==> config.mk <==
export PLATFORM = sky130hd
export DESIGN_NAME = load_store_unit_flat
export DESIGN_NICKNAME = d
export VERILOG_FILES = /design/src/rtl/load_store_unit_if.sv /design/src/rtl/load_store_unit.sv /design/src/flat_wrapper.sv
export SDC_FILE = /design/constraint.sdc
export NUM_CORES = 1
export LEC_CHECK = 0
export ABC_AREA = 0
export CORE_MARGIN = 10
export CORE_UTILIZATION = 45
export CTS_BUF_LIST = sky130_fd_sc_hd__clkbuf_8
export CTS_CLUSTER_DIAMETER = 30
export DETAILED_ROUTE_END_ITERATION = 10
export DONT_BUFFER_PORTS = 1
export SYNTH_ARGS = -nofsm -noshare
export SYNTH_HDL_FRONTEND = slang
export SYNTH_SLANG_ARGS = --single-unit
==> constraint.sdc <==
create_clock -name clk -period 7.98 [get_ports clk]
set_input_delay 1.596 -clock clk [delete_from_list [all_inputs] [get_ports clk]]
set_output_delay 1.596 -clock clk [all_outputs]
set_load 0.01 [all_outputs]
==> src/rtl/load_store_unit_if.sv <==
// Interface bundling the core request/response handshake and the word-only
// data_memory port of the load/store unit.
//   slave  : the load_store_unit side (takes requests, drives memory)
//   master : the core + memory side (issues requests, returns mem_RD)
// Signals:
//   req_valid/req_ready/req_we/req_size/req_signed/req_addr/req_wdata : request
//   rsp_valid/rsp_rdata/rsp_err                                       : response
//   stall                                                             : core freeze
//   mem_A/mem_WE/mem_WD/mem_RD                                        : data_memory
interface load_store_unit_if #(
  parameter int ADDR_W = 32
);
  logic              req_valid;
  logic              req_ready;
  logic              req_we;
  logic [1:0]        req_size;
  logic              req_signed;
  logic [ADDR_W-1:0] req_addr;
  logic [31:0]       req_wdata;
  logic              rsp_valid;
  logic [31:0]       rsp_rdata;
  logic              rsp_err;
  logic              stall;
  logic [ADDR_W-1:0] mem_A;
  logic              mem_WE;
  logic [31:0]       mem_WD;
  logic [31:0]       mem_RD;

  modport slave (
    input  req_valid, req_we, req_size, req_signed, req_addr, req_wdata, mem_RD,
    output req_ready, rsp_valid, rsp_rdata, rsp_err, stall, mem_A, mem_WE, mem_WD
  );

  modport master (
    output req_valid, req_we, req_size, req_signed, req_addr, req_wdata, mem_RD,
    input  req_ready, rsp_valid, rsp_rdata, rsp_err, stall, mem_A, mem_WE, mem_WD
  );
endinterface

==> src/rtl/load_store_unit.sv <==
// load_store_unit: converts byte/half/word loads and stores from the core into
// word-only data_memory accesses. Sub-word stores are done as read-modify-write.
// Loads return the addressed lane, sign- or zero-extended.
// Ports:
//   clk   : system clock, all state changes on the rising edge
//   reset : asynchronous, active-high
//   bus   : load_store_unit_if.slave (request, response, stall, memory port)
module load_store_unit #(
  parameter int ADDR_W = 32
) (
  input  logic               clk,
  input  logic               reset,
  load_store_unit_if.slave   bus
);

  typedef enum logic [2:0] {
    S_IDLE,
    S_LOAD,
    S_READ,
    S_WRITE,
    S_RESP
  } state_t;

  localparam logic [1:0] SZ_BYTE = 2'b00;
  localparam logic [1:0] SZ_HALF = 2'b01;
  localparam logic [1:0] SZ_WORD = 2'b10;

  state_t            state;
  state_t            state_nxt;

  logic [1:0]        size_q;
  logic              signed_q;
  logic [ADDR_W-1:0] addr_q;
  logic [31:0]       wdata_q;
  logic [31:0]       mem_wd_q;
  logic [31:0]       rsp_rdata_q;
  logic              rsp_err_q;

  logic              accept;
  logic              misaligned;
  logic              req_bad;

  // Extract the addressed lane of a memory word and extend it to 32 bits.
  function automatic logic [31:0] load_extend(input logic [31:0] rd,
                                              input logic [1:0]  size,
                                              input logic        sgn,
                                              input logic [1:0]  lane);
    logic signed [7:0]  b;
    logic signed [15:0] h;
    logic [31:0]        r;
    b = rd[8*lane +: 8];
    h = lane[1] ? rd[31:16] : rd[15:0];
    case (size)
      SZ_BYTE: r = sgn ? 32'(b) : {24'd0, b};
      SZ_HALF: r = sgn ? 32'(h) : {16'd0, h};
      default: r = rd;
    endcase
    return r;
  endfunction

  // Replace the addressed lane of a memory word with right-justified store data.
  function automatic logic [31:0] store_merge(input logic [31:0] rd,
                                              input logic [31:0] wd,
                                              input logic [1:0]  size,
                                              input logic [1:0]  lane);
    logic [31:0] r;
    r = rd;
    case (size)
      SZ_BYTE: r[8*lane +: 8] = wd[7:0];
      SZ_HALF: begin
        if (lane[1]) r[31:16] = wd[15:0];
        else         r[15:0]  = wd[15:0];
      end
      default: r = wd;
    endcase
    return r;
  endfunction

  assign accept     = bus.req_valid && (state == S_IDLE);
  assign misaligned = ((bus.req_size == SZ_HALF) && bus.req_addr[0]) ||
                      ((bus.req_size == SZ_WORD) && (bus.req_addr[1:0] != 2'b00));
  assign req_bad    = misaligned || (bus.req_size == 2'b11);

  // State register
  always_ff @(posedge clk or posedge reset) begin
    if (reset) state <= S_IDLE;
    else       state <= state_nxt;
  end

  // Next-state decode
  always_comb begin
    state_nxt = state;
    case (state)
      S_IDLE: begin
        if (accept) begin
          if (req_bad)                       state_nxt = S_RESP;
          else if (!bus.req_we)              state_nxt = S_LOAD;
          else if (bus.req_size == SZ_WORD)  state_nxt = S_WRITE;
          else                               state_nxt = S_READ;
        end
      end
      S_LOAD:  state_nxt = S_RESP;
      S_READ:  state_nxt = S_WRITE;
      S_WRITE: state_nxt = S_RESP;
      S_RESP:  state_nxt = S_IDLE;
      default: state_nxt = S_IDLE;
    endcase
  end

  // Request latch, write-data build and response capture
  always_ff @(posedge clk or posedge reset) begin
    if (reset) begin
      size_q      <= '0;
      signed_q    <= 1'b0;
      addr_q      <= '0;
      wdata_q     <= '0;
      mem_wd_q    <= '0;
      rsp_rdata_q <= '0;
      rsp_err_q   <= 1'b0;
    end else begin
      case (state)
        S_IDLE: begin
          if (accept) begin
            size_q   <= bus.req_size;
            signed_q <= bus.req_signed;
            addr_q   <= bus.req_addr;
            wdata_q  <= bus.req_wdata;
            if (req_bad) begin
              // Errors respond straight away; nothing touches memory.
              rsp_err_q   <= 1'b1;
              rsp_rdata_q <= '0;
            end else if (bus.req_we && (bus.req_size == SZ_WORD)) begin
              mem_wd_q <= bus.req_wdata;
            end
          end
        end
        S_LOAD: begin
          rsp_rdata_q <= load_extend(bus.mem_RD, size_q, signed_q, addr_q[1:0]);
          rsp_err_q   <= 1'b0;
        end
        S_READ: begin
          mem_wd_q <= store_merge(bus.mem_RD, wdata_q, size_q, addr_q[1:0]);
        end
        S_WRITE: begin
          rsp_rdata_q <= '0;
          rsp_err_q   <= 1'b0;
        end
        default: ;
      endcase
    end
  end

  // Strobes are decoded from state so reset removes them immediately.
  assign bus.req_ready = (state == S_IDLE);
  assign bus.stall     = (state != S_IDLE);
  assign bus.mem_WE    = (state == S_WRITE);
  assign bus.rsp_valid = (state == S_RESP);
  assign bus.mem_A     = {addr_q[ADDR_W-1:2], 2'b00};
  assign bus.mem_WD    = mem_wd_q;
  assign bus.rsp_rdata = rsp_rdata_q;
  assign bus.rsp_err   = rsp_err_q;

endmodule

==> src/flat_wrapper.sv <==
// flat-port wrapper written by rule: the top's interface ports become plain ports
module load_store_unit_flat 
#(
  parameter int ADDR_W = 32
)
  (clk, reset, bus_req_valid, bus_req_we, bus_req_size, bus_req_signed, bus_req_addr, bus_req_wdata, bus_mem_RD, bus_req_ready, bus_rsp_valid, bus_rsp_rdata, bus_rsp_err, bus_stall, bus_mem_A, bus_mem_WE, bus_mem_WD);
  load_store_unit_if #(.ADDR_W(ADDR_W)) bus_i ();
  input  logic clk;
  input  logic reset;
  input wire logic [$bits(bus_i.req_valid)-1:0] bus_req_valid;
  input wire logic [$bits(bus_i.req_we)-1:0] bus_req_we;
  input wire logic [$bits(bus_i.req_size)-1:0] bus_req_size;
  input wire logic [$bits(bus_i.req_signed)-1:0] bus_req_signed;
  input wire logic [$bits(bus_i.req_addr)-1:0] bus_req_addr;
  input wire logic [$bits(bus_i.req_wdata)-1:0] bus_req_wdata;
  input wire logic [$bits(bus_i.mem_RD)-1:0] bus_mem_RD;
  output wire logic [$bits(bus_i.req_ready)-1:0] bus_req_ready;
  output wire logic [$bits(bus_i.rsp_valid)-1:0] bus_rsp_valid;
  output wire logic [$bits(bus_i.rsp_rdata)-1:0] bus_rsp_rdata;
  output wire logic [$bits(bus_i.rsp_err)-1:0] bus_rsp_err;
  output wire logic [$bits(bus_i.stall)-1:0] bus_stall;
  output wire logic [$bits(bus_i.mem_A)-1:0] bus_mem_A;
  output wire logic [$bits(bus_i.mem_WE)-1:0] bus_mem_WE;
  output wire logic [$bits(bus_i.mem_WD)-1:0] bus_mem_WD;
  assign bus_i.req_valid = bus_req_valid;
  assign bus_i.req_we = bus_req_we;
  assign bus_i.req_size = bus_req_size;
  assign bus_i.req_signed = bus_req_signed;
  assign bus_i.req_addr = bus_req_addr;
  assign bus_i.req_wdata = bus_req_wdata;
  assign bus_i.mem_RD = bus_mem_RD;
  assign bus_req_ready = bus_i.req_ready;
  assign bus_rsp_valid = bus_i.rsp_valid;
  assign bus_rsp_rdata = bus_i.rsp_rdata;
  assign bus_rsp_err = bus_i.rsp_err;
  assign bus_stall = bus_i.stall;
  assign bus_mem_A = bus_i.mem_A;
  assign bus_mem_WE = bus_i.mem_WE;
  assign bus_mem_WD = bus_i.mem_WD;
  load_store_unit #(.ADDR_W(ADDR_W)) u_core (.clk(clk), .reset(reset), .bus(bus_i));
endmodule
; ---- After elaboration in Yosys (flattened, before gate mapping)
; Cells that the tools add are included.
[op_classes]
n_addsub = 1
n_reduce_logical = 18
shifts = 3
n_eq_ne = 12
mux = 23
[op_table]
columns = cell, n
row1 = 32-bit 2-to-1 mux, 7
row2 = 32-bit case mux with 2 select lines, 3
row3 = 32-bit case mux with 3 select lines, 1
row4 = 16-bit 2-to-1 mux, 3
row5 = 5-bit negator with 34-bit output, 1
row6 = 8-bit by 34-bit variable shift with 32-bit output (first input constant), 1
row7 = 8-bit by 34-bit indexed part select with 32-bit output, 1
row8 = 32-bit bitwise mux, 1
row9 = 32-bit by 6-bit indexed part select with 8-bit output, 1
row10 = 3-bit 2-to-1 mux, 3
row11 = 3-bit case mux with 3 select lines, 1
row12 = 3-bit by 2-bit equality test with 1-bit output (second input constant), 2
row13 = 2-bit by 1-bit inequality test with 1-bit output (second input constant), 3
row14 = 3-bit AND reduction, 2
row15 = 2-bit nonzero test, 3
row16 = 3-bit nonzero test, 2
row17 = 2-bit by 1-bit equality test with 1-bit output (second input constant), 2
row18 = 2-bit equality test (second input constant), 2
row19 = 1-bit logical AND, 4
row20 = 4-bit AND reduction, 1
row21 = 3-bit by 1-bit equality test with 1-bit output (second input constant), 1
row22 = 3-bit equality test (second input constant), 1
row23 = 3-bit logical NOT, 1
row24 = 1-bit 2-to-1 mux, 3
row25 = 6 further kinds, 7
[word_totals]
out_inout_bits = 101
elab_cells = 65
input_bits = 103
reg_bits = 135

; ---- Logic depth before layout (Yosys ltp)
[depth]
word_depth = 7
mapped_depth = 9

; ---- Worst setup path before layout
; Ideal clock, no wire load.
[synth_path]
path_kind = input port to flip-flop
from = input bus_req_size[0]
to = register u_core.rsp_rdata_q[19], in the netlist u_core.bus.rsp_rdata[19]
setup_time_ns = 0.066
path_stages = 5
t_arrival_ns = 2.671
slack_ns = 5.243
path_buffers = 1
path_cell_list = o21a_1 o22a_1 a31oi_1 buf_2 a221o_1
[synth_between]
elab_chain_len = 6
[synth_lines]
columns = element, line_no
row1 = start: declaration, flat_wrapper.sv:12  ; input wire logic [$bits(bus_i.req_size)-1:0] bus_req_size;
row2 = 2-bit by 1-bit equality test with 1-bit output or 2-bit equality test (tied branches), "load_store_unit.sv:80, load_store_unit.sv:81"
row3 = "1-bit logical AND, on equally long branches", "load_store_unit.sv:80, load_store_unit.sv:81"
row4 = 1-bit logical OR, load_store_unit.sv:80  ; assign misaligned = ((bus.req_size == SZ_HALF) && bus.req_addr[0]) ||
row5 = 1-bit logical OR (*), load_store_unit.sv:82  ; assign req_bad = misaligned || (bus.req_size == 2'b11);
row6 = 2-bit by 1-bit inequality test with 1-bit output (no source line) (*), n/a
row7 = 3-bit AND reduction (no source line) (*), n/a
row8 = end signal: assignment, load_store_unit.sv:138  ; rsp_rdata_q <= load_extend(bus.mem_RD, size_q, signed_q, addr_q[1:0]);
row9 = end: declaration, load_store_unit.sv:36  ; logic [31:0] rsp_rdata_q;
; Mark *: on every way between the ends. The rest lies on a longest branch, timed or not.
; A chain may end at the register's enable or synchronous reset.

; ---- Worst setup path after layout
[layout_path]
from = register u_core.addr_q[1]
to = register u_core.mem_wd_q[19], in the netlist u_core.bus.mem_WD[19]
[layout_between]
elab_chain_len = 5
[layout_lines]
columns = element, line_no
row1 = start: declaration, load_store_unit.sv:33  ; logic [ADDR_W-1:0] addr_q;
row2 = start signal: assignment, load_store_unit.sv:126  ; addr_q <= bus.req_addr;
row3 = 5-bit negator with 34-bit output, load_store_unit.sv:69  ; SZ_BYTE: r[8*lane +: 8] = wd[7:0];
row4 = 8-bit by 34-bit indexed part select with 32-bit output or 8-bit by 34-bit variable shift with 32-bit output (tied branches), load_store_unit.sv:69
row5 = 32-bit bitwise mux, load_store_unit.sv:69
row6 = 32-bit case mux with 2 select lines (*), load_store_unit.sv:68  ; case (size)
row7 = 32-bit case mux with 2 select lines (*), load_store_unit.sv:121  ; case (state)
row8 = end signal: assignment, load_store_unit.sv:133  ; mem_wd_q <= bus.req_wdata;
row9 = end signal: assignment, load_store_unit.sv:142  ; mem_wd_q <= store_merge(bus.mem_RD, wdata_q, size_q, addr_q[1:0]);
row10 = end: declaration, load_store_unit.sv:35  ; logic [31:0] mem_wd_q;
; Marked as above.

==> impl_metrics.json <==
{
  "h-tree-depth": 4,
  "synth_cell_types": 59,
  "drv_slew": 0,
  "critPathTopFamily": "simple AND/OR/NAND/NOR gates",
  "startpoint_type": "flop",
  "pwr_density_cell_mw_per_mm2": 432.3,
  "drt-vias-per-instance": 6.405,
  "dp_cells": 763,
  "path_class": "reg2reg",
  "period_needed_ns": 3.927,
  "period_share": 0.4922,
  "worstPathArrival_ns": 4.31,
  "antenna_found_initial": 0,
  "die_width_um": 145.9,
  "ff2ff_setup_slack_ns": 4.05,
  "die_y_um": 145.9,
  "wl_per_cell_um": 26.89,
  "cpMaxStageDelayCell": "nor4bb_1",
  "synth.avg_cell_area_um2": 11.41,
  "drive_gt1_frac": 0.1010,
  "hp-class": "reg2reg",
  "outcome": "completed",
  "relSlewSlack": 0.1063,
  "end_kind": "flop",
  "synth_edf_count": 0,
  "cts-resized-gates": 0,
  "firstDrtPassIters": 5,
  "crit_fanout": 53,
  "clk-insertion-delay-late_ns": 0.47,
  "grtUsageMet1": 0.2458,
  "grt_pass1_wl_um": 33320,
  "cts_buffers": 17,
  "synth-seq-cells": 135,
  "ys_top_cells_by_area": "dfrtp_1 (47%), mux2_1 (9.9%), mux2i_1 (4.2%)",
  "root_buffer": "clkbuf_8",
  "finalNetCount": 679,
  "vdd_drop_max_mv": 0.1461,
  "slowest_delay_ns": 1.12,
  "path_clk_slew_ns": 0.08,
  "rsz0062_at_grt": "false",
  "setup_viol": 0,
  "fin_cells": 795,
  "synth-main-ff-cell": "dfrtp_1",
  "fmaxAchievable_mhz": 254.6,
  "synth_top_area_cell": "dfrtp_1",
  "yosysWarnings": 0,
  "syn_to_final_growth_pct": 4.106,
  "finalWeightedCongestion": 0.8846,
  "clock_skew_ns": 0.01434,
  "setup_tns_ns": 0,
  "syn-cell-area_mm2": 0.007131,
  "fp.dieArea_mm2": 0.02128,
  "cts_tree": "built",
  "cts.path.max_buffers": 2,
  "drc": 0,
  "critPathBufInv": 1,
  "synth_async_sr_flop_share": 1.000,
  "drtIter0Drc": 652,
  "cp_cell_sequence": "inv_1, ha_1, nor4bb_1, a221oi_1, a211o_1, a22oi_1",
  "cts_hold_buffers": 0,
  "start_util": 0.4639,
  "grt_use_total": 0.1997,
  "netlist.area_leader.share": 0.4738,
  "first_global_vias": 5261,
  "hold_viol_final": 0,
  "ant_nets": 0,
  "nFillCells": 1383,
  "io_pins": 204,
  "portBuffers": 0,
  "yosysSeqAreaShare": 0.4738,
  "busiest_layer": "met2",
  "worst_pin_slew_ns": 1.322,
  "grt_use_met2": 0.3016,
  "grt_max_degree": 82,
  "antenna-diode-count": 0,
  "maxCapViolCount": 0,
  "fp-row-count": 45,
  "core_area_mm2": 0.01537,
  "dp_hpwl_um": 15430,
  "grtUsageMet3": 0.1009,
  "vias": 5092,
  "post_cts.repair.setup_buffers": 0,
  "synth_cells": 625,
  "worstPathRequired_ns": 8.36,
  "grt-ovfl-total": 0,
  "cts.sinks": 135,
  "drt_wl_total_um": 21380,
  "leakagePower_nw": 3.110
}
-- through the flow --
step | setup slack (ns) | hold WS (ns) | util | power [mW] | area (um2)
after detailed placement | 4.142 | 0.4793 | 0.4546 | 2.603 | 6988
after global placement | 4.195 | 0.4713 | 0.4546 | 2.555 | 6988
after global routing | 3.798 | 0.5238 | 0.4829 | 3.433 | 7423
after floorplan | 2.773 | 0.4580 | - | 2.393 | 7134
after CTS | 4.185 | 0.4974 | 0.4829 | 3.228 | 7423
final | 4.053 | 0.4936 | 0.4829 | 3.209 | 7423
-- worst register-to-register path: stages, from the launching register on --
cell and delay (ns):
dfrtp_2 1.11, inv_1 0.38, ha_1 0.48, nor4bb_1 1.12, a221oi_1 0.23, a211o_1 0.38, a22oi_1 0.15
-- cells by family after synthesis --
group | count (synthesis) | share of synthesized area
compound gates | 161 | 0.1769
fa+ha+maj | 5 | 0.008773
buf+inv | 88 | 0.07054
flops | 135 | 0.4738
mux | 103 | 0.1700
other cells | 1 | 0.0005259
simple gates | 132 | 0.09949
-- cells in the final DEF, fill, tap and decap left out, types with 4 or more instances in the layout --
cell / count
mux4_2: 8
o21ai_1: 5
nor2_1: 24
nor3_1: 5
nand3_1: 28
o221ai_1: 7
clkinvlp_4: 5
inv_1: 5
a221o_1: 16
a211o_1: 8
o211ai_1: 6
nand2_1: 34
a31oi_1: 4
clkbuf_8: 21
a21oi_1: 16
dfrtp_1: 134
o2bb2ai_1: 14
o22a_1: 8
a221oi_1: 21
a22oi_1: 20
mux2_1: 63
mux2i_1: 30
nand2b_1: 11
o21a_1: 8
ha_1: 5
and2_1: 4
buf_4: 5
o21ai_0: 13
-- power by group --
part           switching [mW]  internal (mW)
Clock                   0.276          0.341
Sequential              0.468           1.00
Combinational           0.591          0.529
-- metal layers --
metal,routed length (um),part of all wire,up-vias
li1,-,-,2217
met1,8269,0.39,2597
met5,0,0,-
met4,319,0.015,0
met3,2756,0.13,28
met2,10030,0.47,250
-- final timing paths --
| check | cells after the start | startpoint | endpoint |
|---|---|---|---|
| min in group asynchronous | 1 | reset | u_core.addr_q[20]$_DFFE_PP0P_ |
| max | 6 | u_core.addr_q[1]$_DFFE_PP0P_ | u_core.bus.mem_WD[19]$_DFFE_PP0P_ |
| max reg2reg | 6 | u_core.addr_q[1]$_DFFE_PP0P_ | u_core.bus.mem_WD[19]$_DFFE_PP0P_ |
| min reg2reg | 1 | u_core.wdata_q[17]$_DFFE_PP0P_ | u_core.wdata_q[17]$_DFFE_PP0P_ |
| min | 1 | u_core.wdata_q[17]$_DFFE_PP0P_ | u_core.wdata_q[17]$_DFFE_PP0P_ |
| max in group asynchronous | 2 | reset | u_core.addr_q[1]$_DFFE_PP0P_ |
-- final cells by class --
cell class | count | area (um2) | area share
multi-input cells | 403 | 3268 | 0.4402
repair buffers | 5 | 37.54 | 0.005056
clock buffers | 21 | 289.0 | 0.03893
inverters | 9 | 38.79 | 0.005225
clock inverters | 11 | 146.4 | 0.01972
flip-flops and latches | 135 | 3379 | 0.4553
well taps | 211 | 264.0 | 0.03556
-- state kept, by name (all words and copies together), names as in the netlist --
signal and flops:
u_core.addr_q 32, u_core.bus.mem_WD 32, u_core.bus.rsp_rdata 32, u_core.wdata_q 32, u_core.state 3, u_core.size_q 2, u_core.bus.rsp_err 1, u_core.signed_q 1
-- cell usage after synthesis, types with 20 or more instances --
master,number
nand2_1,34
nand3_1,28
a221oi_1,21
mux2_1,63
buf_4,34
mux2i_1,30
dfrtp_1,135
nor2_1,24
a22oi_1,20
buf_2,24
Note: power is estimated with default switching activity, not from simulation.
